[config.mk]
export PLATFORM = sky130hd
export DESIGN_NAME = spram_arbiter_flat
export DESIGN_NICKNAME = d
export VERILOG_FILES = /design/src/rtl/spram_arbiter_if.sv /design/src/rtl/spram_arbiter.sv /design/src/flat_wrapper.sv
export SDC_FILE = /design/constraint.sdc
export NUM_CORES = 1
export LEC_CHECK = 0
export CORE_ASPECT_RATIO = 2
export CORE_MARGIN = 4
export CORE_UTILIZATION = 35
export DETAILED_ROUTE_END_ITERATION = 12
export GPL_TIMING_DRIVEN = 0
export PLACE_DENSITY = 0.78
export REMOVE_ABC_BUFFERS = 1
export SYNTH_ARGS = -nofsm -noshare
export SYNTH_HDL_FRONTEND = slang
export SYNTH_SLANG_ARGS = --single-unit
[constraint.sdc]
create_clock -name clk -period 2.43 [get_ports clk]
set_input_delay 0.486 -clock clk [delete_from_list [all_inputs] [get_ports clk]]
set_output_delay 0.486 -clock clk [all_outputs]
set_load 0.03 [all_outputs]
[src/rtl/spram_arbiter_if.sv]
// Bus bundle between the CPU's instruction/data ports, the SPRAM arbiter
// and the SPRAM wrapper. The arbiter takes the slave view; the core and
// memory side (or a testbench standing in for them) take the master view.
interface spram_arbiter_if #(
  parameter int ADDR_WIDTH = 14
);
  // Instruction-fetch port: read-only requests
  logic                  i_valid;
  logic                  i_ready;
  logic [ADDR_WIDTH-1:0] i_addr;
  logic                  i_rvalid;
  logic [31:0]           i_rdata;

  // Data port: reads and byte-masked writes
  logic                  d_valid;
  logic                  d_ready;
  logic                  d_wen;
  logic [3:0]            d_wmask;
  logic [ADDR_WIDTH-1:0] d_addr;
  logic [31:0]           d_wdata;
  logic                  d_rvalid;
  logic [31:0]           d_rdata;

  // SPRAM wrapper side
  logic                  mem_wen;
  logic [3:0]            mem_wmask;
  logic [ADDR_WIDTH-1:0] mem_addr;
  logic [31:0]           mem_wdata;
  logic [31:0]           mem_rdata;

  modport slave (
    input  i_valid, i_addr,
    output i_ready, i_rvalid, i_rdata,
    input  d_valid, d_wen, d_wmask, d_addr, d_wdata,
    output d_ready, d_rvalid, d_rdata,
    output mem_wen, mem_wmask, mem_addr, mem_wdata,
    input  mem_rdata
  );

  modport master (
    output i_valid, i_addr,
    input  i_ready, i_rvalid, i_rdata,
    output d_valid, d_wen, d_wmask, d_addr, d_wdata,
    input  d_ready, d_rvalid, d_rdata,
    input  mem_wen, mem_wmask, mem_addr, mem_wdata,
    output mem_rdata
  );
endinterface

[src/rtl/spram_arbiter.sv]
// Two-port arbiter in front of the single-port 32-bit SPRAM. One request
// (I fetch or D load/store) is granted per cycle; the SPRAM answers one
// cycle later and the answer is routed back to whichever port issued it.
module spram_arbiter #(
  parameter int ADDR_WIDTH  = 14,
  parameter bit ROUND_ROBIN = 1'b1
) (
  input  logic             clk,
  input  logic             reset,
  spram_arbiter_if.slave   bus
);

  typedef enum logic {
    PORT_I = 1'b0,
    PORT_D = 1'b1
  } port_e;

  // Describes the access currently inside the SPRAM pipeline stage.
  typedef struct packed {
    logic  valid;
    port_e owner;
    logic  is_read;
  } tag_t;

  port_e                 last_grant;
  tag_t                  inflight;
  logic                  grant_i;
  logic                  grant_d;
  logic                  resp_i;
  logic                  resp_d;
  logic [31:0]           i_rdata_q;
  logic [31:0]           d_rdata_q;
  logic                  sel_wen;
  logic [3:0]            sel_wmask;
  logic [ADDR_WIDTH-1:0] sel_addr;
  logic [31:0]           sel_wdata;

  // Pick this cycle's winner; nothing is granted while reset is held.
  always_comb begin
    // NOTE: defaults first, so every path assigns both grants and no latch is inferred.
    grant_i = 1'b0;
    grant_d = 1'b0;
    if (!reset) begin
      if (bus.i_valid && bus.d_valid) begin
        if (ROUND_ROBIN) begin
          grant_d = (last_grant == PORT_I);
        end else begin
          grant_d = 1'b1;
        end
        grant_i = !grant_d;
      end else begin
        grant_i = bus.i_valid;
        grant_d = bus.d_valid;
      end
    end
  end

  assign bus.i_ready = grant_i;
  assign bus.d_ready = grant_d;

  // Steer the granted port onto the SPRAM; idle cycles become a harmless I-address read.
  always_comb begin
    sel_wen   = 1'b0;
    sel_wmask = 4'b0000;
    sel_addr  = bus.i_addr;
    sel_wdata = '0;
    if (grant_d) begin
      sel_wen   = bus.d_wen;
      sel_wmask = bus.d_wmask;
      sel_addr  = bus.d_addr;
      sel_wdata = bus.d_wdata;
    end
  end

  assign bus.mem_wen   = sel_wen;
  assign bus.mem_wmask = sel_wmask;
  assign bus.mem_addr  = sel_addr;
  assign bus.mem_wdata = sel_wdata;

  // Tag the access issued at this edge and remember who won, for alternation.
  always_ff @(posedge clk or posedge reset) begin
    if (reset) begin
      inflight   <= '0;
      last_grant <= PORT_I;
    end else begin
      // NOTE: non-blocking updates, so every flop sees pre-edge values regardless of statement order.
      inflight.valid   <= grant_i | grant_d;
      inflight.owner   <= grant_d ? PORT_D : PORT_I;
      inflight.is_read <= grant_i | ~bus.d_wen;
      if (grant_i || grant_d) begin
        last_grant <= grant_d ? PORT_D : PORT_I;
      end
    end
  end

  assign resp_i = inflight.valid && (inflight.owner == PORT_I);
  assign resp_d = inflight.valid && (inflight.owner == PORT_D);

  // Keep the last read word per port so rdata stays stable between responses.
  always_ff @(posedge clk or posedge reset) begin
    if (reset) begin
      i_rdata_q <= '0;
      d_rdata_q <= '0;
    end else begin
      if (resp_i) begin
        i_rdata_q <= bus.mem_rdata;
      end
      if (resp_d && inflight.is_read) begin
        d_rdata_q <= bus.mem_rdata;
      end
    end
  end

  // During the response cycle the SPRAM output is forwarded directly, so the
  // data arrives together with rvalid; afterwards the held copy is shown.
  assign bus.i_rvalid = resp_i;
  assign bus.d_rvalid = resp_d;
  assign bus.i_rdata  = resp_i ? bus.mem_rdata : i_rdata_q;
  assign bus.d_rdata  = (resp_d && inflight.is_read) ? bus.mem_rdata : d_rdata_q;

endmodule

[src/flat_wrapper.sv]
// flat-port wrapper written by rule: the top's interface ports become plain ports
module spram_arbiter_flat 
#(
  parameter int ADDR_WIDTH  = 14,
  parameter bit ROUND_ROBIN = 1'b1
)
  (clk, reset, bus_i_valid, bus_i_addr, bus_i_ready, bus_i_rvalid, bus_i_rdata, bus_d_valid, bus_d_wen, bus_d_wmask, bus_d_addr, bus_d_wdata, bus_d_ready, bus_d_rvalid, bus_d_rdata, bus_mem_wen, bus_mem_wmask, bus_mem_addr, bus_mem_wdata, bus_mem_rdata);
  spram_arbiter_if #(.ADDR_WIDTH(ADDR_WIDTH)) bus_i ();
  input  logic clk;
  input  logic reset;
  input wire logic [$bits(bus_i.i_valid)-1:0] bus_i_valid;
  input wire logic [$bits(bus_i.i_addr)-1:0] bus_i_addr;
  output wire logic [$bits(bus_i.i_ready)-1:0] bus_i_ready;
  output wire logic [$bits(bus_i.i_rvalid)-1:0] bus_i_rvalid;
  output wire logic [$bits(bus_i.i_rdata)-1:0] bus_i_rdata;
  input wire logic [$bits(bus_i.d_valid)-1:0] bus_d_valid;
  input wire logic [$bits(bus_i.d_wen)-1:0] bus_d_wen;
  input wire logic [$bits(bus_i.d_wmask)-1:0] bus_d_wmask;
  input wire logic [$bits(bus_i.d_addr)-1:0] bus_d_addr;
  input wire logic [$bits(bus_i.d_wdata)-1:0] bus_d_wdata;
  output wire logic [$bits(bus_i.d_ready)-1:0] bus_d_ready;
  output wire logic [$bits(bus_i.d_rvalid)-1:0] bus_d_rvalid;
  output wire logic [$bits(bus_i.d_rdata)-1:0] bus_d_rdata;
  output wire logic [$bits(bus_i.mem_wen)-1:0] bus_mem_wen;
  output wire logic [$bits(bus_i.mem_wmask)-1:0] bus_mem_wmask;
  output wire logic [$bits(bus_i.mem_addr)-1:0] bus_mem_addr;
  output wire logic [$bits(bus_i.mem_wdata)-1:0] bus_mem_wdata;
  input wire logic [$bits(bus_i.mem_rdata)-1:0] bus_mem_rdata;
  assign bus_i.i_valid = bus_i_valid;
  assign bus_i.i_addr = bus_i_addr;
  assign bus_i_ready = bus_i.i_ready;
  assign bus_i_rvalid = bus_i.i_rvalid;
  assign bus_i_rdata = bus_i.i_rdata;
  assign bus_i.d_valid = bus_d_valid;
  assign bus_i.d_wen = bus_d_wen;
  assign bus_i.d_wmask = bus_d_wmask;
  assign bus_i.d_addr = bus_d_addr;
  assign bus_i.d_wdata = bus_d_wdata;
  assign bus_d_ready = bus_i.d_ready;
  assign bus_d_rvalid = bus_i.d_rvalid;
  assign bus_d_rdata = bus_i.d_rdata;
  assign bus_mem_wen = bus_i.mem_wen;
  assign bus_mem_wmask = bus_i.mem_wmask;
  assign bus_mem_addr = bus_i.mem_addr;
  assign bus_mem_wdata = bus_i.mem_wdata;
  assign bus_i.mem_rdata = bus_mem_rdata;
  spram_arbiter #(.ADDR_WIDTH(ADDR_WIDTH), .ROUND_ROBIN(ROUND_ROBIN)) u_core (.clk(clk), .reset(reset), .bus(bus_i));
endmodule
==> summary.txt, run 1 <==
Power and ir drop
  – Combinational share of power: between 30% and 40%
  – Sw frac: ~34%
  – Power share of the clock group: roughly 28%
  – Seq pwr share: approximately a third
  – P_int: approximately 0.003 W
  – Psw: ~0.0016 W
  – P_leak: roughly 2.7 nW
  – VDD IR max: roughly 400 uV
  – Pwr/cell area: approximately 800 mW/mm^2

Timing
  – Fmax: between 0.4 and 0.5 GHz
  – Setup violators final: 0
  – Unrepaired setup endpoints after global routing: true
  – Hold slack: around 0.40 ns
  – Setup TNS: 0 ns
  – Fin. Hold Viols: 0
  – Least-Margin Pin Slew: 0.500 ns
  – Slew Viols, Final: 0
  – Final Cycle Share: a little over nine tenths
  – Skew final: around 0.0054 ns
  – Max-slew headroom: roughly 67%
  – Period minus WS final: between 2 and 2.5 ns

Critical path
  – Critical-path cell list: dlygate4sd2_1 > nand2b_4 > a21oi_4 > and2_1 > dlygate4sd2_1
  – Critical path's largest stage delay: 0.44 ns
  – CP dominant cell by count: dlygate4sd2_1
  – Crit path DAT: 1.89 ns
  – CP Max Fanout: 11
  – Slowest cell on the critical path: dlygate4sd2_1
  – Worst EP required: just under 2 ns
  – Worst Setup Path Type: primary input to output pin
  – Worst Setup Start Kind: primary input
  – Crit end category: output pin

CTS
  – Root Driver: clkbuf_16
  – TritonCTS Buffers: 9
  – H-Tree Depth: 3
  – Clk Latency, worst-skew pair: between 0.3 and 0.4 ns
  – Clk slew on worst S/H paths: 0.05 ns
  – CTS tree: done
  – Max clock buf depth: 2
  – CTS sink count: 68

Finish
  – Share of post-route cells with drive strength above 1: between 30% and 40%
  – FILL cells: 730
  – Area growth from synthesis to layout: 83.0%
  – Final instance area: between 0.005 and 0.006 sq mm
  – Multi-input gate area: 0.00142 sq mm
  – Sequential cell area: around 0.0017 sq mm
  – NumNets Final: approximately 550

Logic synthesis
  – Top post-synthesis cells by area: dfrtp_1 55%, mux2_2 17%, mux2_4 14%
  – Register bit total from synthesis: slightly below 70
  – Sequential area share after synthesis: a little over half
  – EDFF count, synth: 0
  – Synth async-reset ratio: 100%
  – Avg Cell Area, Syn: approximately 15 sq um
  – Netlist Area Pre-Place: around 0.0031 sq mm
  – Synth cell types: 18
  – Syn Inst Count: about 210
  – Ys Warns: 0
  – Top FF cell, synth: dfrtp_1
  – Most frequent cells after synthesis: 68 x dfrtp_1, 48 x mux2_2, 38 x and2_1, 30 x mux2_4
  – Post-synth top area cell: dfrtp_1
  – Top cell type's share of synthesized area: a little over half
  – Most frequent cell after synthesis: dfrtp_1

Min path
  – Worst hold-check path type: primary input to async pin

Routing
  – Via count: about 2.6k
  – Routed wire per std cell: about 19 microns
  – First-pass DRT Iterations: 4
  – Remaining antenna violation count: 0
  – DRC violations left: 0
  – WL final: 10,500 microns
  – Vias per cell: 4.77
  – DRT iter0 DRCs: 56

GRT
  – GRT Residual Overflow: 0
  – GRT Total Usage: about a fifth
  – Vias in the first global route: 3,014
  – Initial antenna violation count: 1
  – First-pass GRT wire length: approximately 16,000 microns
  – Pin count of the biggest net entering global routing: 27

Job
  – Max-Cap Viols: 0

Die
  – Core area: 0.00865 sq mm
  – DIE AREA: 0.0105 sq mm
  – Die height: between 100 and 150 microns
  – Die X: approximately 75 microns
  – IO Pins: between 200 and 250
  – Cell Rows: 48
  – Starting density of the core: a little over a third

Placement
  – Placed Area: approximately 0.0054 sq mm
  – Gpl congestion: ~0.72
  – Number of port buffers: about 220
  – Hpwl dp: 7760 microns

Status
  – Outcome: completed
power by group through the flow:
stage	registers, W	logic (W)	clock network [W]
6_report	0.00148	0.00179	0.00130
5_1_grt	0.00150	0.00189	0.00139
4_1_cts	0.00148	0.00182	0.00133
3_5_place_dp	0.00148	0.00199	0
3_3_place_gp	0.00146	0.00195	0
2_1_floorplan	0.00145	0.00115	0
path summary, 6_finish.rpt:
path	from	endpoint	slack, ns	depth (start not counted)
worst min-delay path	reset	u_core.inflight[2]	0.40	2
worst max register to register	u_core.inflight[1]	u_core.d_rdata_q[2]	1.05	4
worst max-delay path	reset	bus_mem_wdata[4]	0.06	5
max in group asynchronous	reset	u_core.d_rdata_q[16]	1.33	4
worst min register to register	u_core.d_rdata_q[28]	u_core.d_rdata_q[28]	0.49	1
min in group clk	u_core.d_rdata_q[28]	u_core.d_rdata_q[28]	0.49	1
cell type report:
cell class / instances / area share [%]
timing repair buffer: 231 / 37.4
sequential: 68 / 30.0
multi-input combinational: 132 / 24.9
clock buffer: 12 / 4.51
tap: 100 / 2.20
clock inverter: 4 / 0.836
inverter: 2 / 0.132
antenna: 1 / 0.0440
state kept, by name, summed over array words and instances, names as in the netlist:
name	count
u_core.d_rdata_q	32
u_core.i_rdata_q	32
u_core.inflight	3
u_core.last_grant	1
layout by cell type, fill, tap and decap left out, drive strengths merged:
| cell | n |
|---|---|
| clkinv | 2 |
| dfrtp | 68 |
| mux2 | 78 |
| nor2 | 2 |
| nand2b | 3 |
| inv | 2 |
| clkdlybuf4s50 | 99 |
| and2 | 38 |
| clkinvlp | 1 |
| buf | 27 |
| nand2 | 4 |
| clkdlybuf4s15 | 13 |
| nor2b | 1 |
| o21ai | 1 |
| dlygate4sd2 | 80 |
| bufinv | 1 |
| diode | 1 |
| a21oi | 5 |
| clkbuf | 24 |
metal layers:
metal / up-vias / routed length, microns / GRT usage (%) / part of all wire, %
met2: 170 / 5720 / 37.4 / 55
li1: 1190 / - / - / -
met5: - / 0 / 0 / 0
met1: 1248 / 3510 / 21.1 / 34
met3: 15 / 941 / 6.28 / 9.0
met4: 0 / 278 / 8.44 / 2.7
worst max-delay path, delay by kind of cell:
family / cells / cell delay [ns]
buffers and inverters: 2 / 0.72
AO/OA/AOI/OAI: 1 / 0.29
AND/OR/NAND/NOR: 2 / 0.39
timing repair:
action,CTS,global route
resized for setup,164,64
hold buffers,0,0
setup buffers,7,2
gates cloned,5,0
pin swaps,2,0
setup endpoints to repair,118,45
stage by stage:
stage / std cells / utilization (%) / setup WS (ns) / power (W)
2_1_floorplan: 197 / - / -0.801 / 0.00260
3_3_place_gp: 516 / 61.6 / -1.99 / 0.00342
6_report: 550 / 65.7 / 0.0560 / 0.00456
3_5_place_dp: 519 / 62.6 / -1.09 / 0.00347
4_1_cts: 547 / 66.9 / 0.000829 / 0.00463
5_1_grt: 550 / 65.7 / -0.00471 / 0.00477
cells by family (layout without fill, tap and decap cells):
kind of cell           after synthesis  count (layout)  synth area share, %
AOI/OAI and AO/OA                    3               6                0.846
buffers and inverters               14             249                 3.22
DFF                                 68              68                 54.8
muxes                               78              78                 31.9
other                                0               1                    0
and+or+nand+nor                     46              48                 9.26
Power figures use the tool's default switching activity.
==> run 2, diff against run 1 <==
--- a/config.mk
+++ b/config.mk
@@ -8,6 +8,7 @@
 export CORE_ASPECT_RATIO = 2
 export CORE_MARGIN = 4
 export CORE_UTILIZATION = 35
+export CTS_CLUSTER_SIZE = 40
 export DETAILED_ROUTE_END_ITERATION = 12
 export GPL_TIMING_DRIVEN = 0
 export PLACE_DENSITY = 0.78
==> results of run 2 <==
The final DEF is identical to that of run 1; final timing and power are the same.
